==> config.mk <==
export PLATFORM = sky130hd
export DESIGN_NAME = ecap5_dwbarb
export DESIGN_NICKNAME = d
export VERILOG_FILES = /design/src/rtl/ecap5_dwbarb.sv
export SDC_FILE = /design/constraint.sdc
export NUM_CORES = 1
export LEC_CHECK = 0
export CAP_MARGIN = 20
export CORE_AREA = 4 4 123 125
export CTS_BUF_LIST = sky130_fd_sc_hd__clkbuf_4 sky130_fd_sc_hd__clkbuf_8 sky130_fd_sc_hd__clkbuf_16
export CTS_CLUSTER_DIAMETER = 100
export DETAILED_ROUTE_END_ITERATION = 8
export DIE_AREA = 0 0 127 129
export PLACE_DENSITY_LB_ADDON = 0.15
export SLEW_MARGIN = 20
export SYNTH_ARGS = -nofsm -noshare
export SYNTH_HDL_FRONTEND = slang
export SYNTH_SLANG_ARGS = --single-unit
==> constraint.sdc <==
create_clock -name clk_i -period 3.15 [get_ports clk_i]
set_input_delay 0.63 -clock clk_i [delete_from_list [all_inputs] [get_ports clk_i]]
set_output_delay 0.63 -clock clk_i [all_outputs]
set_load 0.01 [all_outputs]
==> src/rtl/ecap5_dwbarb.sv <==
// rtl/ecap5_dwbarb.sv - two-master pipelined Wishbone arbiter with throttle, abort and time-out status
module ecap5_dwbarb #(
  parameter int FIXED_PRIORITY  = 0,
  parameter int MAX_OUTSTANDING = 15,
  parameter int TIMEOUT         = 1024
) (
  input  logic        clk_i,
  input  logic        rst_n_i,
  input  logic [31:0] m0_wb_adr_i,
  input  logic [31:0] m0_wb_dat_i,
  input  logic [3:0]  m0_wb_sel_i,
  input  logic        m0_wb_we_i,
  input  logic        m0_wb_stb_i,
  input  logic        m0_wb_cyc_i,
  output logic [31:0] m0_wb_dat_o,
  output logic        m0_wb_ack_o,
  output logic        m0_wb_stall_o,
  input  logic [31:0] m1_wb_adr_i,
  input  logic [31:0] m1_wb_dat_i,
  input  logic [3:0]  m1_wb_sel_i,
  input  logic        m1_wb_we_i,
  input  logic        m1_wb_stb_i,
  input  logic        m1_wb_cyc_i,
  output logic [31:0] m1_wb_dat_o,
  output logic        m1_wb_ack_o,
  output logic        m1_wb_stall_o,
  output logic [31:0] s_wb_adr_o,
  output logic [31:0] s_wb_dat_o,
  output logic [3:0]  s_wb_sel_o,
  output logic        s_wb_we_o,
  output logic        s_wb_stb_o,
  output logic        s_wb_cyc_o,
  input  logic [31:0] s_wb_dat_i,
  input  logic        s_wb_ack_i,
  input  logic        s_wb_stall_i,
  output logic [1:0]  grant_o,
  output logic        abort_o,
  output logic        timeout_o
);

  typedef enum logic [1:0] {IDLE, GNT0, GNT1} state_t;

  localparam logic [3:0]  MAX_OUT = 4'(MAX_OUTSTANDING);
  localparam logic [15:0] TMO     = 16'(TIMEOUT);
  localparam logic        FIXED   = (FIXED_PRIORITY != 0);
  localparam logic        TMO_EN  = (TIMEOUT != 0);

  state_t      state_q;
  logic        last_q;
  logic [3:0]  outstanding_q, outstanding_d;
  logic [15:0] tmo_cnt_q, tmo_cnt_d;
  logic [15:0] tmo_inc;
  logic [1:0]  grant_q;
  logic        abort_q;
  logic        timeout_q, timeout_d;
  logic        own0, own1, throttle, ack_valid, accept;

  assign own0     = (state_q == GNT0);
  assign own1     = (state_q == GNT1);
  assign throttle = (outstanding_q == MAX_OUT);
  // Acks with nothing outstanding are stale (e.g. after an abort) and are swallowed.
  assign ack_valid = s_wb_ack_i && (outstanding_q != 4'd0);
  assign accept    = s_wb_stb_o && !s_wb_stall_i;

  always_comb begin
    s_wb_adr_o = 32'd0;
    s_wb_dat_o = 32'd0;
    s_wb_sel_o = 4'd0;
    s_wb_we_o  = 1'b0;
    s_wb_stb_o = 1'b0;
    s_wb_cyc_o = 1'b0;
    if (own0) begin
      s_wb_adr_o = m0_wb_adr_i;
      s_wb_dat_o = m0_wb_dat_i;
      s_wb_sel_o = m0_wb_sel_i;
      s_wb_we_o  = m0_wb_we_i;
      s_wb_stb_o = m0_wb_stb_i && !throttle;
      s_wb_cyc_o = m0_wb_cyc_i;
    end else if (own1) begin
      s_wb_adr_o = m1_wb_adr_i;
      s_wb_dat_o = m1_wb_dat_i;
      s_wb_sel_o = m1_wb_sel_i;
      s_wb_we_o  = m1_wb_we_i;
      s_wb_stb_o = m1_wb_stb_i && !throttle;
      s_wb_cyc_o = m1_wb_cyc_i;
    end
  end

  assign m0_wb_ack_o   = own0 && ack_valid;
  assign m0_wb_dat_o   = own0 ? s_wb_dat_i : 32'd0;
  assign m0_wb_stall_o = own0 ? (s_wb_stall_i || throttle) : 1'b1;
  assign m1_wb_ack_o   = own1 && ack_valid;
  assign m1_wb_dat_o   = own1 ? s_wb_dat_i : 32'd0;
  assign m1_wb_stall_o = own1 ? (s_wb_stall_i || throttle) : 1'b1;

  assign tmo_inc = tmo_cnt_q + 16'd1;

  always_comb begin
    outstanding_d = outstanding_q;
    if (accept && !ack_valid) outstanding_d = outstanding_q + 4'd1;
    else if (!accept && ack_valid) outstanding_d = outstanding_q - 4'd1;
    tmo_cnt_d = 16'd0;
    timeout_d = 1'b0;
    if (TMO_EN && (outstanding_q != 4'd0) && !ack_valid) begin
      if (tmo_inc == TMO) timeout_d = 1'b1;
      else tmo_cnt_d = tmo_inc;
    end
  end

  assign grant_o   = grant_q;
  assign abort_o   = abort_q;
  assign timeout_o = timeout_q;

  always_ff @(posedge clk_i or negedge rst_n_i) begin
    if (!rst_n_i) begin
      state_q       <= IDLE;
      last_q        <= 1'b1;
      outstanding_q <= 4'd0;
      tmo_cnt_q     <= 16'd0;
      grant_q       <= 2'b00;
      abort_q       <= 1'b0;
      timeout_q     <= 1'b0;
    end else begin
      abort_q       <= 1'b0;
      timeout_q     <= timeout_d;
      outstanding_q <= outstanding_d;
      tmo_cnt_q     <= tmo_cnt_d;
      case (state_q)
        IDLE: begin
          // On contention m0 wins under fixed priority or when m1 was served last.
          if (m0_wb_cyc_i && (!m1_wb_cyc_i || FIXED || last_q)) begin
            state_q <= GNT0;
            grant_q <= 2'b01;
          end else if (m1_wb_cyc_i) begin
            state_q <= GNT1;
            grant_q <= 2'b10;
          end
        end
        GNT0: begin
          if (!m0_wb_cyc_i) begin
            last_q        <= 1'b0;
            outstanding_q <= 4'd0;
            tmo_cnt_q     <= 16'd0;
            abort_q       <= (outstanding_q != 4'd0);
            state_q       <= m1_wb_cyc_i ? GNT1 : IDLE;
            grant_q       <= m1_wb_cyc_i ? 2'b10 : 2'b00;
          end
        end
        GNT1: begin
          if (!m1_wb_cyc_i) begin
            last_q        <= 1'b1;
            outstanding_q <= 4'd0;
            tmo_cnt_q     <= 16'd0;
            abort_q       <= (outstanding_q != 4'd0);
            state_q       <= m0_wb_cyc_i ? GNT0 : IDLE;
            grant_q       <= m0_wb_cyc_i ? 2'b01 : 2'b00;
          end
        end
        default: begin
          state_q <= IDLE;
          grant_q <= 2'b00;
        end
      endcase
    end
  end

endmodule

==> results of run 1 <==
[layer usage]
metal | vias up | global-route usage
met2 | 158 | 0.357
met4 | 10 | 0.0391
met3 | 28 | 0.0938
met1 | 1804 | 0.234
met5 | - | 0
li1 | 1843 | -
[per-stage QoR]
step | cell area, um2 | hold slack (ns) | TNS [ns] | cells | utilization
2_1_floorplan | 2730 | 0.334 | 0 | 339 | -
3_3_place_gp | 6120 | 0.525 | 0 | 812 | 0.441
3_5_place_dp | 6120 | 0.536 | 0 | 812 | 0.441
4_1_cts | 6200 | 0.544 | 0 | 816 | 0.447
5_1_grt | 6280 | 0.600 | -0.00241 | 823 | 0.453
6_report | 6290 | 0.547 | 0 | 825 | 0.453
[flip-flops by register name (all words and copies together), names as in the netlist]
signal and cells:
last_q 1, timeout_o 1, outstanding_q 4, abort_o 1
grant_o 2, tmo_cnt_q 16
[how the worst max path moves through the flow]
| stage | from | slack [ns] | cells after the start | end |
|---|---|---|---|---|
| CTS | grant_o[1] | 0.007 | 6 | m0_wb_ack_o |
| floorplan | grant_o[0] | 0.46 | 8 | s_wb_dat_o[24] |
| global route | grant_o[0] | -0.002 | 8 | s_wb_adr_o[16] |
| finish | grant_o[0] | 0.13 | 8 | s_wb_adr_o[16] |
| detailed placement | grant_o[1] | 0.31 | 6 | m0_wb_ack_o |
| global placement | grant_o[1] | 0.31 | 6 | m0_wb_ack_o |
[layout by cell type, fill, tap and decap left out, drive strengths merged, types with 2 or more instances in the layout]
master / Yosys / final
a211o: 2 / 2
a211oi: 5 / 5
a21boi: 2 / 2
a21oi: 6 / 6
a22o: 69 / 69
and2: 64 / 64
and3: 4 / 4
and4: 2 / 2
buf: 4 / 8
clkbuf: 28 / 6
clkdlybuf4s50: 0 / 320
dfrtp: 24 / 24
diode: 0 / 4
ha: 7 / 7
inv: 13 / 13
maj3: 2 / 2
mux2i: 4 / 4
nand2: 12 / 12
nand2b: 3 / 3
nand3: 7 / 7
nand4: 5 / 5
nor2: 20 / 20
nor3: 6 / 6
nor4: 2 / 2
o211ai: 2 / 2
o21ai: 7 / 7
or3: 3 / 3
or4: 2 / 2
xnor2: 8 / 8
xor2: 9 / 9
[where the power goes]
part / internal, mW / switching, mW
Clock: 0.182 / 0.108
Sequential: 0.378 / 0.0759
Combinational: 1.78 / 1.45
[area by class of cell]
type,instances,area (um2),area share
antenna,4,10.0,0.00159
clock buffer,4,82.6,0.0131
inverter,13,48.8,0.00776
multi-input combinational,269,1940,0.308
sequential,25,627,0.0997
tap,180,225,0.0358
timing repair buffer,330,3360,0.534
[worst max-delay path, cell delays in order (launching register included)]
cell,delay [ns]
dfrtp_1,0.46
inv_1,0.11
ha_1,0.17
inv_1,0.10
nor2_4,0.21
buf_12,0.20
buf_12,0.16
a22o_1,0.14
clkdlybuf4s50_1,0.56
[logic make-up after synthesis]
logic type / count (synthesis) / synth area share
AO/OA/AOI/OAI: 103 / 0.309
XOR/XNOR: 17 / 0.0546
adder cells (fa/ha/maj): 9 / 0.0395
buffers and inverters: 45 / 0.0665
flip-flops: 25 / 0.230
multiplexers: 4 / 0.0147
AND/OR/NAND/NOR: 136 / 0.286
[repair_timing]
item | CTS | global route
buffers inserted | 0 | 3
endpoints found under the hold margin | 0 | 0
hold buffers | 0 | 0
resized for setup | 0 | 1
endpoints found under the setup margin | 0 | 20
==> summary.md, run 1 <==
| Metric | Value |
|---|---|
| Gr ovfl total | 0 |
| Final Routed Wirelength | around 18000 um |
| Final Critical Period | between 3 and 4 ns |
| Top sig layer | met5 |
| Global Route Usage Sum | 0.205 |
| Vias per cell | ~4.7 |
| Mean Syn Cell Area | between 8 and 9 um2 |
| Final weighted congestion in routability-driven placement | between 0.9 and 1 |
| CP required | roughly 2.5 ns |
| Die Y | between 100 and 150 um |
| Total power draw | between 3 and 4 mW |
| Reg2Reg Depth | 7 |
| YS warnings | 0 |
| Synth Net Count | ~520 |
| Count leader, synth | a22o_1 |
| Count of cell types in the netlist | 52 |
| Outcome | finished, final reports clean |
| Die area | around 0.016 mm2 |
| Startpoint Class | flop |
| Maximum operating frequency | 0.331 GHz |
| Dpl ws | just over 0.3 ns |
| WL met1 | 6850 um |
| Remaining DRCs | 0 |
| Worst hold path stage count | 2 |
| Worst Tran Pin Value | 0.672 ns |
| Drt pass-1 iters | 4 |
| Site row count | 43 |
| Critical path type | flop to output pin |
| Pins Over Slew Limit | 0 |
| Pin count of the biggest net entering global routing | 110 |
| WL per Instance | 22.2 um |
| Iter 0 DRT Violations | around 230 |
| Initial antenna violation count | 8 |
| Ports | approximately 320 |
| Ys async rst share | 1.00 |
| Routed vias | around 3800 |
| Commonest cells post-synth | a22o_1 (69), and2_1 (64), clkbuf_1 (25), dfrtp_1 (24), nor2_1 (20) |
| Nets | approximately 830 |
| EDFF count, synth | 0 |
| CTS tree | built |
| Clock Sink Count | 25 |
| Share of cells above drive strength 1 | 0.0374 |
| Launch point of the worst reg-to-reg path | grant_o[0] |
| Max clock buf depth | 2 |
| CTS Buf Count | 3 |
| Post-Syn Area | 0.00273 mm2 |
| Post-synthesis sequential area ratio | 0.230 |
| CP max FO | 24 |
| Pwr dens | ~630 mW/mm2 |
| IO buf count | 320 |
| Critical path data arrival time | around 2.4 ns |
| Via count of the first global-routing pass | roughly 4000 |
| Global-route wire length before repair | 25600 um |
| WL met3 | approximately 1900 um |
| #FFs+latches synth | 25 |
| Synthesis-to-finish area growth | 131% |
| Placeable Area | between 0.01 and 0.015 mm2 |
| HPWL after DPL | approximately 15000 um |
| ANT nets after route | 0 |
| Fillers | roughly 1400 |
| Synth top area cells | a22o_1 (22%), dfrtp_1 (22%), and2_1 (15%) |
| Root buf cell | clkbuf_16 |
| Depth of the CTS H-tree | 1 |
| CTS clk-pin slew, worst paths | 0.06 ns |
| Met2 WL | 9170 um |
| Final Worst Setup Slack | ~0.13 ns |
| Die X | between 100 and 150 um |
| Synth area leader | a22o_1 |
| Initial core utilization | 0.196 |
| Final setup fails | 0 |
| Leakage | between 2 and 2.5 nW |
| Reg-to-reg endpoint | tmo_cnt_q[6] |
| Max Cap Viol | 0 |
| Element type at the critical path end | output pin |
| Worst R2R Setup Slack | roughly 0.8 ns |
| Synth top area share | 0.222 |
| Final worst-path cycle share | 0.958 |
| Relative slew slack | 0.551 |
| Final Skew | 0.00656 ns |
| Worst IR drop on VDD | ~0.23 mV |
| Hold wc startpoint | last_q |
| Main synth FF type | dfrtp_1 |
| Min-Delay Endpoint | last_q |
| Hold Vio Cnt, Final | 0 |
| Syn Inst Count | around 340 |
| Clk_lat worst skew | 0.26 ns |
| Worst Hold Class | flop to flop |
No activity file was read; power rests on OpenSTA's default activity.
==> run 2: changes to the inputs <==
--- a/config.mk
+++ b/config.mk
@@ -11,6 +11,7 @@
 export CTS_CLUSTER_DIAMETER = 100
 export DETAILED_ROUTE_END_ITERATION = 8
 export DIE_AREA = 0 0 127 129
+export GPL_TIMING_DRIVEN = 0
 export PLACE_DENSITY_LB_ADDON = 0.15
 export SLEW_MARGIN = 20
 export SYNTH_ARGS = -nofsm -noshare
==> summary.md, run 2 (synthesis results as in run 1) <==
| Metric | Value |
|---|---|
| Outcome | finished, final reports clean |
| Die area | around 0.016 mm2 |
| Sequential Power Share | 0.113 |
| Drt pass-1 iters | 4 |
| Gr ovfl total | 0 |
| Most common cell after layout, fill and taps aside | clkdlybuf4s50_1 |
| Final Worst Setup Slack | 0.111 ns |
| Placeable Area | between 0.01 and 0.015 mm2 |
| Max Cap Viol | 0 |
| ANT nets after route | 0 |
| Routed vias | slightly below 4000 |
| Final setup fails | 0 |
| Largest Register | tmo_cnt_q |
| Worst Tran Pin Value | 0.593 ns |
| Int Power | roughly 2.3 mW |
| IO buf count | 320 |
| Worst Hold Class | input port to asynchronous set/reset pin |
| Max clock buf depth | 2 |
| Initial core utilization | 0.196 |
| Placed Area | between 0.006 and 0.007 mm2 |
| Nets | 851 |
| Final Routed Wirelength | around 18000 um |
| Die X | ~130 um |
| Final weighted congestion in routability-driven placement | 0.879 |
| Total Neg Setup Slack | 0 ns |
| CTS clk-pin slew, worst paths | about 0.070 ns |
| Startpoint Class | flop |
| Leakage | approximately 2.5 nW |
| Max FFs per register | 16 |
| Comb pwr share | 0.815 |
| Root buf cell | clkbuf_16 |
| Fin area | around 0.0063 mm2 |
| Global Route Usage Sum | 0.207 |
| Non-Filler Instances | about 850 |
| Depth of the CTS H-tree | 1 |
| Ports | 321 |
| Clock Sink Count | 25 |
| Via count of the first global-routing pass | just over 4000 |
| Dpl ws | -0.886 ns |
| Site row count | 43 |
| Dpl cells | around 840 |
| Most frequent cells in the layout | clkdlybuf4s50_1 (311), a22o_1 (69), and2_1 (64) |
| Vias per cell | roughly 4.6 |
| Hold Vio Cnt, Final | 0 |
| CTS Buf Count | 3 |
| Fillers | ~1400 |
| Pin count of the biggest net entering global routing | 26 |
| Relative slew slack | 0.604 |
| Total power draw | between 3 and 4 mW |
| Synthesis-to-finish area growth | 131% |
| CP max FO | 10 |
| WL per Instance | 21.4 um |
| Critical path data arrival time | 2.41 ns |
| RSZ-0062 raised after global routing | true |
| Sw Ratio | 0.424 |
| Maximum operating frequency | roughly 0.33 GHz |
| N_diodes | 0 |
| Final Skew | roughly 0.0044 ns |
| Share of cells above drive strength 1 | 0.0632 |
| Worst IR drop on VDD | around 0.25 mV |
| Clk_lat worst skew | 0.26 ns |
| Pwr dens | slightly above 600 mW/mm2 |
| Initial antenna violation count | 1 |
| Die Y | about 130 um |
| Final worst-path cycle share | 0.965 |
| CTS tree | built |
| HPWL after DPL | 16000 um |
| Final Critical Period | 3.04 ns |
| Global-route wire length before repair | approximately 26000 um |
| Iter 0 DRT Violations | between 150 and 200 |
| Pins Over Slew Limit | 0 |
| Critical path type | flop to output pin |
| Switch Pwr | about 1.7 mW |
| Remaining DRCs | 0 |
| Element type at the critical path end | output pin |
| Clock share of power | 0.073 |
| CP required | 2.52 ns |
[run 2: critical path, cell delays in order, from the launching register on]
cell	delay, ns
dfrtp_2	0.44
ha_1	0.21
clkbuf_4	0.20
nor2_4	0.23
clkbuf_8	0.21
buf_4	0.17
a22o_1	0.13
clkdlybuf4s50_1	0.54
[run 2: path summary, 6_finish.rpt]
check,end,slack (ns),depth (start not counted),start
setup / recovery,s_wb_dat_o[27],0.11,7,grant_o[0]
hold / removal,outstanding_q[3],0.35,1,rst_n_i
hold reg to reg,last_q,0.55,2,last_q
min in group clk_i,last_q,0.55,2,last_q
max in group asynchronous,grant_o[1],2.39,1,rst_n_i
setup reg to reg,tmo_cnt_q[3],0.81,8,outstanding_q[1]
[run 2: timing repair]
action	in CTS	in global routing
buffers inserted	0	3
setup endpoints to repair	100	76
gates resized for setup	33	13
hold buffers	0	0
pin swaps	2	1
[run 2: power by group through the flow]
stage / Combinational, mW / Sequential [mW] / Clock [mW]
after detailed placement: 3.16 / 0.448 / 0
after global routing: 3.40 / 0.454 / 0.309
final: 3.20 / 0.443 / 0.286
after global placement: 3.15 / 0.445 / 0
after floorplan: 1.35 / 0.438 / 0
after CTS: 3.21 / 0.448 / 0.296
[run 2: layout make-up]
cell class	instances	area [um2]	area share
tap	180	225	0.0357
inverter	13	48.8	0.00774
multi-input combinational	269	1940	0.308
clock buffer	3	75.1	0.0119
clock inverter	1	5.00	0.000794
sequential	25	629	0.0999
buffer	31	170	0.0270
timing repair buffer	323	3210	0.509
[run 2: metrics by stage]
stage | hold WS [ns] | utilization
floorplan | 0.334 | -
global placement | 0.529 | 0.443
detailed placement | 0.538 | 0.443
CTS | 0.375 | 0.452
global route | 0.411 | 0.454
finish | 0.353 | 0.454
[run 2: layer usage]
layer	GRT usage	routed length, um	vias to the layer above
met5	0	13	-
met4	0.0353	236	2
met3	0.0843	1660	16
met2	0.370	9270	142
met1	0.235	6910	1848
li1	-	-	1886
==> run 3: changes to the inputs <==
==> constraint.sdc (replaced) <==
create_clock -name clk_i -period 3.35 [get_ports clk_i]
set_input_delay 0.67 -clock clk_i [delete_from_list [all_inputs] [get_ports clk_i]]
set_output_delay 0.67 -clock clk_i [all_outputs]
set_load 0.01 [all_outputs]
==> summary.md, run 3 (synthesis results as in run 1) <==
| Metric | Value |
|---|---|
| Ports | roughly 320 |
| Synthesis-to-finish area growth | 130% |
| HPWL after DPL | around 16000 um |
| Most common cell after layout, fill and taps aside | clkdlybuf4s50_1 |
| Largest Register | tmo_cnt_q |
| RSZ-0062 raised after global routing | true |
| CP max FO | 11 |
| Iter 0 DRT Violations | 148 |
| Die Y | 129 um |
| Outcome | finished, final reports clean |
| Pin count of the biggest net entering global routing | 26 |
| Depth of the CTS H-tree | 1 |
| Max FFs per register | 16 |
| Final setup fails | 0 |
| Final weighted congestion in routability-driven placement | between 0.8 and 0.9 |
| Gr ovfl total | 0 |
| Final Critical Period | 3.21 ns |
| ANT nets after route | 0 |
| Initial core utilization | 0.196 |
| WL per Instance | 21.4 um |
| N_diodes | 0 |
| Max clock buf depth | 2 |
| Final worst-path cycle share | 0.959 |
| Element type at the critical path end | output pin |
| CTS Buf Count | 3 |
| Worst R2R Setup Slack | 0.96 ns |
| Root buf cell | clkbuf_16 |
| Crit-path slowest cell | clkdlybuf4s50_1 |
| Critical path type | flop to output pin |
| Global Route Usage Sum | 0.206 |
| Crit path buf inv count | 5 |
| Share of cells above drive strength 1 | 0.0573 |
| Via count of the first global-routing pass | between 4000 and 5000 |
| Relative slew slack | 0.604 |
| Hold Vio Cnt, Final | 0 |
| CTS clk-pin slew, worst paths | approximately 0.070 ns |
| Nets | 849 |
| CP required | around 2.7 ns |
| Vias per cell | 4.60 |
| Worst IR drop on VDD | roughly 0.24 mV |
| Final Skew | 0.00492 ns |
| Remaining DRCs | 0 |
| Site row count | between 40 and 50 |
| Reg2Reg Depth | 9 |
| Crit path max-delay family | buffers and inverters |
| Total Neg Setup Slack | 0 ns |
| Drt pass-1 iters | 4 |
| Crit-path cells | inv_1 -> ha_4 -> inv_1 -> nor2_4 -> buf_4 -> buf_2 -> a22o_1 -> clkdlybuf4s50_1 |
| Most Frequent Cell on Critical Path | inv_1 |
| Total power draw | roughly 3.7 mW |
| Worst Tran Pin Value | slightly below 0.6 ns |
| Critical path data arrival time | around 2.5 ns |
| Clock Sink Count | 25 |
| WHS | around 0.39 ns |
| Die X | 127 um |
| CTS tree | built |
| Routed vias | ~3900 |
| Placeable Area | around 0.014 mm2 |
| Max incr delay on CP | around 0.57 ns |
| Max Cap Viol | 0 |
| Maximum operating frequency | between 0.3 and 0.4 GHz |
| Final Routed Wirelength | between 15000 and 20000 um |
| Startpoint Class | flop |
| Worst Hold Class | input port to asynchronous set/reset pin |
| Initial antenna violation count | 1 |
| Clk_lat worst skew | 0.26 ns |
| Most frequent cells in the layout | clkdlybuf4s50_1 (318), a22o_1 (69), and2_1 (64) |
| Leakage | approximately 2.5 nW |
| Pwr dens | approximately 590 mW/mm2 |
| Pins Over Slew Limit | 0 |
| Global-route wire length before repair | ~26000 um |
| Final Worst Setup Slack | 0.138 ns |
| Die area | about 0.016 mm2 |
| Instance count on the critical path | 8 |
| IO buf count | between 300 and 400 |
| Dpl ws | -0.726 ns |
run 3: routing by layer:
metal  wire (um)  GRT usage
met5          13          0
met4         301     0.0379
met3        1640     0.0855
met2        9180      0.368
met1        6930      0.234
run 3: layout make-up:
cell class	count	area, um2
clock inverters	1	5.00
clock buffers	3	75.1
plain buffers	31	155
well taps	180	225
flip-flops and latches	25	628
multi-input cells	269	1940
repair buffers	321	3210
inverters	13	48.8
fillers	1409	7600
run 3: timing repair:
action	4_1_cts	5_1_grt
buffers inserted	0	1
gates resized for setup	17	16
pin swaps	0	2
setup endpoints to repair	99	69
hold buffers	0	0
run 3: path summary, 6_finish.rpt:
kind | startpoint | to
max | grant_o[0] | s_wb_dat_o[4]
min | rst_n_i | outstanding_q[3]
max reg2reg | grant_o[1] | tmo_cnt_q[3]
min reg2reg | last_q | last_q
max in group asynchronous | rst_n_i | grant_o[1]
min in group clk_i | last_q | last_q
run 3: stage by stage:
step | utilization | instances | cell area, um2
after floorplan | - | 339 | 2730
after global placement | 0.443 | 839 | 6150
after detailed placement | 0.443 | 839 | 6150
final | 0.453 | 843 | 6280
after global routing | 0.453 | 843 | 6280
after CTS | 0.451 | 842 | 6260
run 3: power by group:
part / internal, mW / switching, mW / leakage, nW
registers: 0.357 / 0.0633 / 0.337
clock network: 0.161 / 0.107 / 0.0409
logic: 1.61 / 1.39 / 2.12
